===== config.mk =====
export PLATFORM = sky130hd
export DESIGN_NAME = pipe_stage_reg
export DESIGN_NICKNAME = d
export VERILOG_FILES = /design/src/rtl/pipe_stage_reg.sv
export SDC_FILE = /design/constraint.sdc
export NUM_CORES = 1
export LEC_CHECK = 0
export CORE_MARGIN = 2
export CORE_UTILIZATION = 42
export DETAILED_ROUTE_END_ITERATION = 8
export GPL_TIMING_DRIVEN = 0
export HOLD_SLACK_MARGIN = 0.05
export PLACE_DENSITY = 0.8
export SKIP_CTS_REPAIR_TIMING = 1
export SLEW_MARGIN = 5
export SYNTH_ARGS = -nofsm -noshare
export SYNTH_HDL_FRONTEND = slang
export SYNTH_SLANG_ARGS = --single-unit

===== constraint.sdc =====
create_clock -name clk -period 2.19 [get_ports clk]
set_clock_uncertainty 0.1 [all_clocks]
set_input_delay 0.219 -clock clk [delete_from_list [all_inputs] [get_ports clk]]
set_output_delay 0.219 -clock clk [all_outputs]
set_load 0.01 [all_outputs]

===== src/rtl/pipe_stage_reg.sv =====
// Generic inter-stage pipeline register with valid/ready handshake, flush,
// zeroed-control bubbles, optional skid entry and a saturating stall counter.
module pipe_stage_reg #(
  parameter int DATA_W = 32,
  parameter int CTRL_W = 16,
  parameter int SKID   = 0,
  parameter int CNT_W  = 16
) (
  input  logic              clk,
  input  logic              rst_n,
  input  logic              valid_i,
  output logic              ready_o,
  input  logic [DATA_W-1:0] data_i,
  input  logic [CTRL_W-1:0] ctrl_i,
  output logic              valid_o,
  input  logic              ready_i,
  output logic [DATA_W-1:0] data_o,
  output logic [CTRL_W-1:0] ctrl_o,
  input  logic              flush_i,
  output logic [CNT_W-1:0]  stall_cnt_o,
  input  logic              stall_clr_i
);

  logic              vld_p0;
  logic [DATA_W-1:0] data_p0;
  logic [CTRL_W-1:0] ctrl_p0;
  logic [CNT_W-1:0]  stall_cnt;
  logic              in_xfer;
  logic              out_xfer;

  function automatic logic [CNT_W-1:0] sat_inc(input logic [CNT_W-1:0] v);
    return (&v) ? v : v + CNT_W'(1);
  endfunction

  assign in_xfer  = valid_i && ready_o;
  assign out_xfer = vld_p0 && ready_i;

  generate
    if (SKID == 0) begin : g_noskid
      assign ready_o = !vld_p0 || ready_i;

      // Stage p0: single main register
      always_ff @(posedge clk or negedge rst_n) begin
        if (!rst_n) begin
          vld_p0  <= 1'b0;
          data_p0 <= '0;
          ctrl_p0 <= '0;
        end else if (flush_i) begin
          vld_p0  <= 1'b0;
          ctrl_p0 <= '0;
        end else if (in_xfer) begin
          vld_p0  <= 1'b1;
          data_p0 <= data_i;
          ctrl_p0 <= ctrl_i;
        end else if (out_xfer) begin
          vld_p0  <= 1'b0;
          ctrl_p0 <= '0;
        end
      end
    end else begin : g_skid
      logic              skid_vld;
      logic [DATA_W-1:0] skid_data;
      logic [CTRL_W-1:0] skid_ctrl;

      // ready_o depends only on the skid flop, so it is registered
      assign ready_o = !skid_vld;

      // Stage p0: main register backed by one skid entry (FIFO order)
      always_ff @(posedge clk or negedge rst_n) begin
        if (!rst_n) begin
          vld_p0    <= 1'b0;
          data_p0   <= '0;
          ctrl_p0   <= '0;
          skid_vld  <= 1'b0;
          skid_data <= '0;
          skid_ctrl <= '0;
        end else if (flush_i) begin
          vld_p0    <= 1'b0;
          ctrl_p0   <= '0;
          skid_vld  <= 1'b0;
          skid_ctrl <= '0;
        end else if (!vld_p0 || out_xfer) begin
          if (skid_vld) begin
            vld_p0    <= 1'b1;
            data_p0   <= skid_data;
            ctrl_p0   <= skid_ctrl;
            skid_vld  <= 1'b0;
            skid_ctrl <= '0;
          end else if (in_xfer) begin
            vld_p0  <= 1'b1;
            data_p0 <= data_i;
            ctrl_p0 <= ctrl_i;
          end else begin
            vld_p0  <= 1'b0;
            ctrl_p0 <= '0;
          end
        end else if (in_xfer) begin
          skid_vld  <= 1'b1;
          skid_data <= data_i;
          skid_ctrl <= ctrl_i;
        end
      end
    end
  endgenerate

  always_ff @(posedge clk or negedge rst_n) begin
    if (!rst_n) begin
      stall_cnt <= '0;
    end else if (stall_clr_i) begin
      stall_cnt <= '0;
    end else if (vld_p0 && !ready_i && !flush_i) begin
      stall_cnt <= sat_inc(stall_cnt);
    end
  end

  assign valid_o     = vld_p0;
  assign data_o      = data_p0;
  assign ctrl_o      = ctrl_p0;
  assign stall_cnt_o = stall_cnt;

endmodule


After elaboration in Yosys (flattened, before gate mapping). Cells that the tools add are included.

Input port bits: 54. Logic and storage cells: 29. Output and inout port bits: 66. Flip-flop bits (word level): 65.

Add/subtract/negate cells: 1. Eq/ne operators: 1. Reductions and logical operators: 13. Multiplexer cells: 9. Bitwise logic cells: 1.

Operators with widths (number): $mux W16 (6); $add A16 B1 Y16 const B (1); $reduce_and A16 Y1 (1); $logic_and A1 B1 Y1 (4); $reduce_and A2 Y1 (2); $logic_not A1 Y1 (3); $mux W1 (3); $reduce_bool A3 Y1 (1); $ne A2 B2 Y1 const B (1); $reduce_bool A2 Y1 (1); $logic_or A1 B1 Y1 (1); $not A1 Y1 (1).

Depth between registers and ports, before layout.
Depth in word-level cells: 5. Gate-level depth with buffers: 7. Depth with buffers taken out: 5.

Worst setup path after synthesis. Ideal clock, no wire load.

Kind: reg2reg. Start: register stall_cnt[0], in the netlist stall_cnt_o[0]. End: register stall_cnt[0], in the netlist stall_cnt_o[0]. Buffers on the path: 2. Path slack: 0.166 ns. Clock period less this slack: 2.024 ns. Required time: 1.965 ns. Stages on the path, launching flop included: 8. Arrival: 1.800 ns. Setup time: 0.125 ns. Cell sequence: dfrtp_1 > ha_1 > and2_1 > clkbuf_1 > and3_1 > clkbuf_1 > a21oi_1 > mux2_2.

Word-level cells in the longest chain between the ends: 4. Elaborated cells between the ends (all ways): 7. Classes of those cells: add/sub: 1; eq/ne: 1; mux: 3; reduce/logical: 2.

RTL lines: from (decl) (line 27) `logic [CNT_W-1:0] stall_cnt;`; from (signal assigned) (line 112) `stall_cnt <= sat_inc(stall_cnt);`; $add A16 B1 Y16 (line 32) `return (&v) ? v : v + CNT_W'(1);`; $mux W16 (line 32); $mux W16 (line 111) `end else if (vld_p0 && !ready_i && !flush_i) begin`; $mux W16 (line 109) `end else if (stall_clr_i) begin`.

Several ways; a longest one is shown, not always the timed one. The select of a mux whose other input is x is not followed. A chain may end at the register's enable or synchronous reset.

Worst setup path in the final report.
Start: register stall_cnt[0], in the netlist stall_cnt_o[0]. End: register stall_cnt[3], in the netlist stall_cnt_o[3].

The elaborated chain is that of the path after synthesis.

==> flow_summary_export.csv <==
group,metric,value,unit
run_status,status,"completed",
layout,final_cell_mix,"clkdlybuf4s50_1, dfrtp_1, mux2_2",
die,die_w,85.1,µm
hold_path,whs_endpoint,"ctrl_o[9]",
layout,final_nets,398,
worst_setup_path,rrSetupSlack,0.12,ns
pwr,leakage,1.82,nW
layout,area.growth.synth_to_final,56.0,%
routing,highest_layer,"met4",
layout,instances_no_fill,425,
global_routing,grt_pass1_wl,11.9,mm
routing,drt-total-wl,7.14,mm
timing,fin_crit_sh,94.4,%
routing,via_count,2248,
hold_path,hold_depth,2,
hold_path,min_from,"ctrl_i[9]",
hold_path,holdCritPathClass,"in2reg",
global_routing,gr-total-overflow,0,
worst_setup_path,critPathCaptureType,"register",
job,maxCapViolations,0,
clocking,cts.sinks,65,
clocking,cts-root-buf,"clkbuf_8",
yosys,ys.flop_type,"dfrtp_1",
placed_design,dp.cells,408,
routing,met1Wirelength,2.85,mm
layout,nFillCells,468,
yosys,synthArstFlopShare,100,%
timing,rsz0062_at_grt,"true",
yosys,synth_area_per_cell,13.0,µm²
layout,multi_input_area,1080,µm²
timing,totalNegativeSetupSlack,0,ns
worst_setup_path,r2r_cells,7,
global_routing,grt_max_degree,66,
routing,routed-wl-met3,714,µm
global_routing,grt_antenna_before_repair,0,
yosys,netlist-cell-type-count,36,
yosys,synth_seq_cells,65,
timing,max_freq,484,MHz
worst_setup_path,cp_max_fo,7,
clocking,clk_path_buf_depth,2,
die,start_util,43.5,%
routing,drt_first_pass_iters,4,
clocking,clkTransAtPathRegs,0.07,ns
worst_setup_path,path_class,"reg2reg",
worst_setup_path,reg2reg_from,"stall_cnt_o[0]",
pwr,seq_power_share,43.0,%
die,die_h,85.1,µm
pwr,ir_drop,0.694,mV
layout,diodes,0,
placed_design,port_buffers,119,
timing,setup_viol,0,
die,die_area,7240,µm²
clocking,numCtsBuffers,9,
yosys,syn_inst,212,
pwr,switching_share,22.8,%
yosys,synth_area,2760,µm²
layout,seq_area,1630,µm²
yosys,yosys_warnings,0,
routing,drt_iter0_drc,95,
worst_setup_path,worstSetupStartpointType,"register",
pwr,combPwrFrac,19.5,%
routing,postRouteAntennaNets,0,
layout,drive_above_1_share,19.3,%
layout,layout_commonest_cell,"clkdlybuf4s50_1",
routing,wl_met2,3.47,mm
routing,wl_per_cell,16.8,µm
pwr,finalPower,3.24,mW
timing,hold_viol_final,0,
pwr,powerDensity,753,nW/µm²
global_routing,track_usage,21.2,%
pwr,p_sw,0.739,mW
pwr,pwr-share-clk,37.5,%
routing,viasPerCell,5.29,
yosys,synth-edff-count,0,
clocking,cts_tree,"done",
global_routing,grt_pass1_vias,2424,
placed_design,dp_slack,-0.0431,ns
die,pin_count,120,
yosys,syn_nets,267,
pwr,p_int,2.51,mW
worst_setup_path,worstPathArrival,2.18,ns
placed_design,place_area,4050,µm²
die,rows,29,
placed_design,dpl.hpwl,5.08,mm
timing,fin_ws,0.124,ns
timing,finalMaxSlewViolations,0,
placed_design,place_congestion,0.800,
routing,drc,0,
layout,fin_area,4310,µm²
timing,tightest_slew,0.811,ns
timing,min_period,2.07,ns
worst_setup_path,worstReg2RegEnd,"stall_cnt_o[3]",
yosys,yosysSeqAreaShare,58.9,%
clocking,clock_latency,0.32,ns
die,core_area,6350,µm²
worst_setup_path,cp.required,2.30,ns
clocking,htreeDepth,3,
timing,slew_headroom,45.9,%
[Yosys cell counts, types with 2 or more instances]
| cell | n | area share, % |
|---|---|---|
| or4_1 | 5 | 1.4 |
| nor2_1 | 10 | 1.4 |
| a21oi_1 | 12 | 2.2 |
| inv_1 | 3 | 0.41 |
| and4_1 | 2 | 0.63 |
| o31ai_1 | 4 | 1.1 |
| nand2_1 | 4 | 0.54 |
| and3_1 | 3 | 0.68 |
| a22o_1 | 16 | 5.1 |
| dfrtp_1 | 65 | 59 |
| mux2_2 | 38 | 15 |
| nor2b_1 | 7 | 1.6 |
| clkbuf_1 | 5 | 0.68 |
| nand2b_1 | 4 | 0.91 |
| nand4_1 | 3 | 0.68 |
| and2_1 | 2 | 0.45 |
| nand3_1 | 5 | 0.91 |
| buf_2 | 6 | 1.1 |
[routing by layer]
metal  vias to the layer above  track usage, %
met3                        10            9.73
met1                      1104            24.9
met2                        91            34.4
met5                         -               0
li1                       1043               -
met4                         0            7.22
[layout make-up]
| class | instances | area share [%] |
|---|---|---|
| buffer | 11 | 1.16 |
| inverter | 3 | 0.261 |
| timing repair buffer | 120 | 27.8 |
| tap | 77 | 2.24 |
| sequential | 65 | 37.7 |
| multi-input combinational | 133 | 25.2 |
| clock inverter | 6 | 2.44 |
| clock buffer | 10 | 3.19 |
[power by group through the flow]
stage / Sequential [mW] / Clock (mW) / Combinational, mW
CTS: 1.39 / 1.25 / 0.639
detailed placement: 1.41 / 0 / 0.633
global route: 1.41 / 1.31 / 0.676
global placement: 1.41 / 0 / 0.621
floorplan: 1.47 / 0 / 0.158
finish: 1.39 / 1.22 / 0.633
[worst max-delay path by stage]
stage | from | to | slack [ns] | cells past startpoint
finish | stall_cnt_o[0] | stall_cnt_o[3] | 0.12 | 7
global placement | rst_n | data_o[18] | -1.34 | 1
detailed placement | flush_i | stall_cnt_o[9] | -0.04 | 5
floorplan | stall_cnt_o[0] | stall_cnt_o[0] | 0.17 | 7
global route | stall_cnt_o[0] | stall_cnt_o[3] | -0.0002 | 7
CTS | stall_cnt_o[0] | stall_cnt_o[0] | 0.03 | 7
[metrics by stage]
step                hold slack, ns  util (%)
CTS                        -0.0899      67.6
finish                       0.399      67.9
global route                 0.389      67.9
global placement             0.382      63.8
floorplan                   -0.177         -
detailed placement           0.268      63.7
[kinds of logic (layout without fill, tap and decap cells)]
kind of cell	after synthesis	count (layout)	synth area share, %
flip-flops	65	65	58.9
AND/OR/NAND/NOR	52	52	11.8
buffers and inverters	14	150	2.17
adder cells (fa/ha/maj)	1	1	0.453
AO/OA/AOI/OAI	40	40	10.5
multiplexers	40	40	16.3
[sequential cells by signal (all words and copies together), names as in the netlist]
signal	count
data_o	32
valid_o	1
stall_cnt_o	16
ctrl_o	16
[worst max-delay path, stage by stage, from the launching register on]
cell	delay [ns]
dfrtp_1	0.42
ha_1	0.22
and2_1	0.15
clkbuf_2	0.16
and3_1	0.19
clkbuf_1	0.16
a21oi_1	0.21
mux2_2	0.35
No activity file was read; power rests on OpenSTA's default activity.
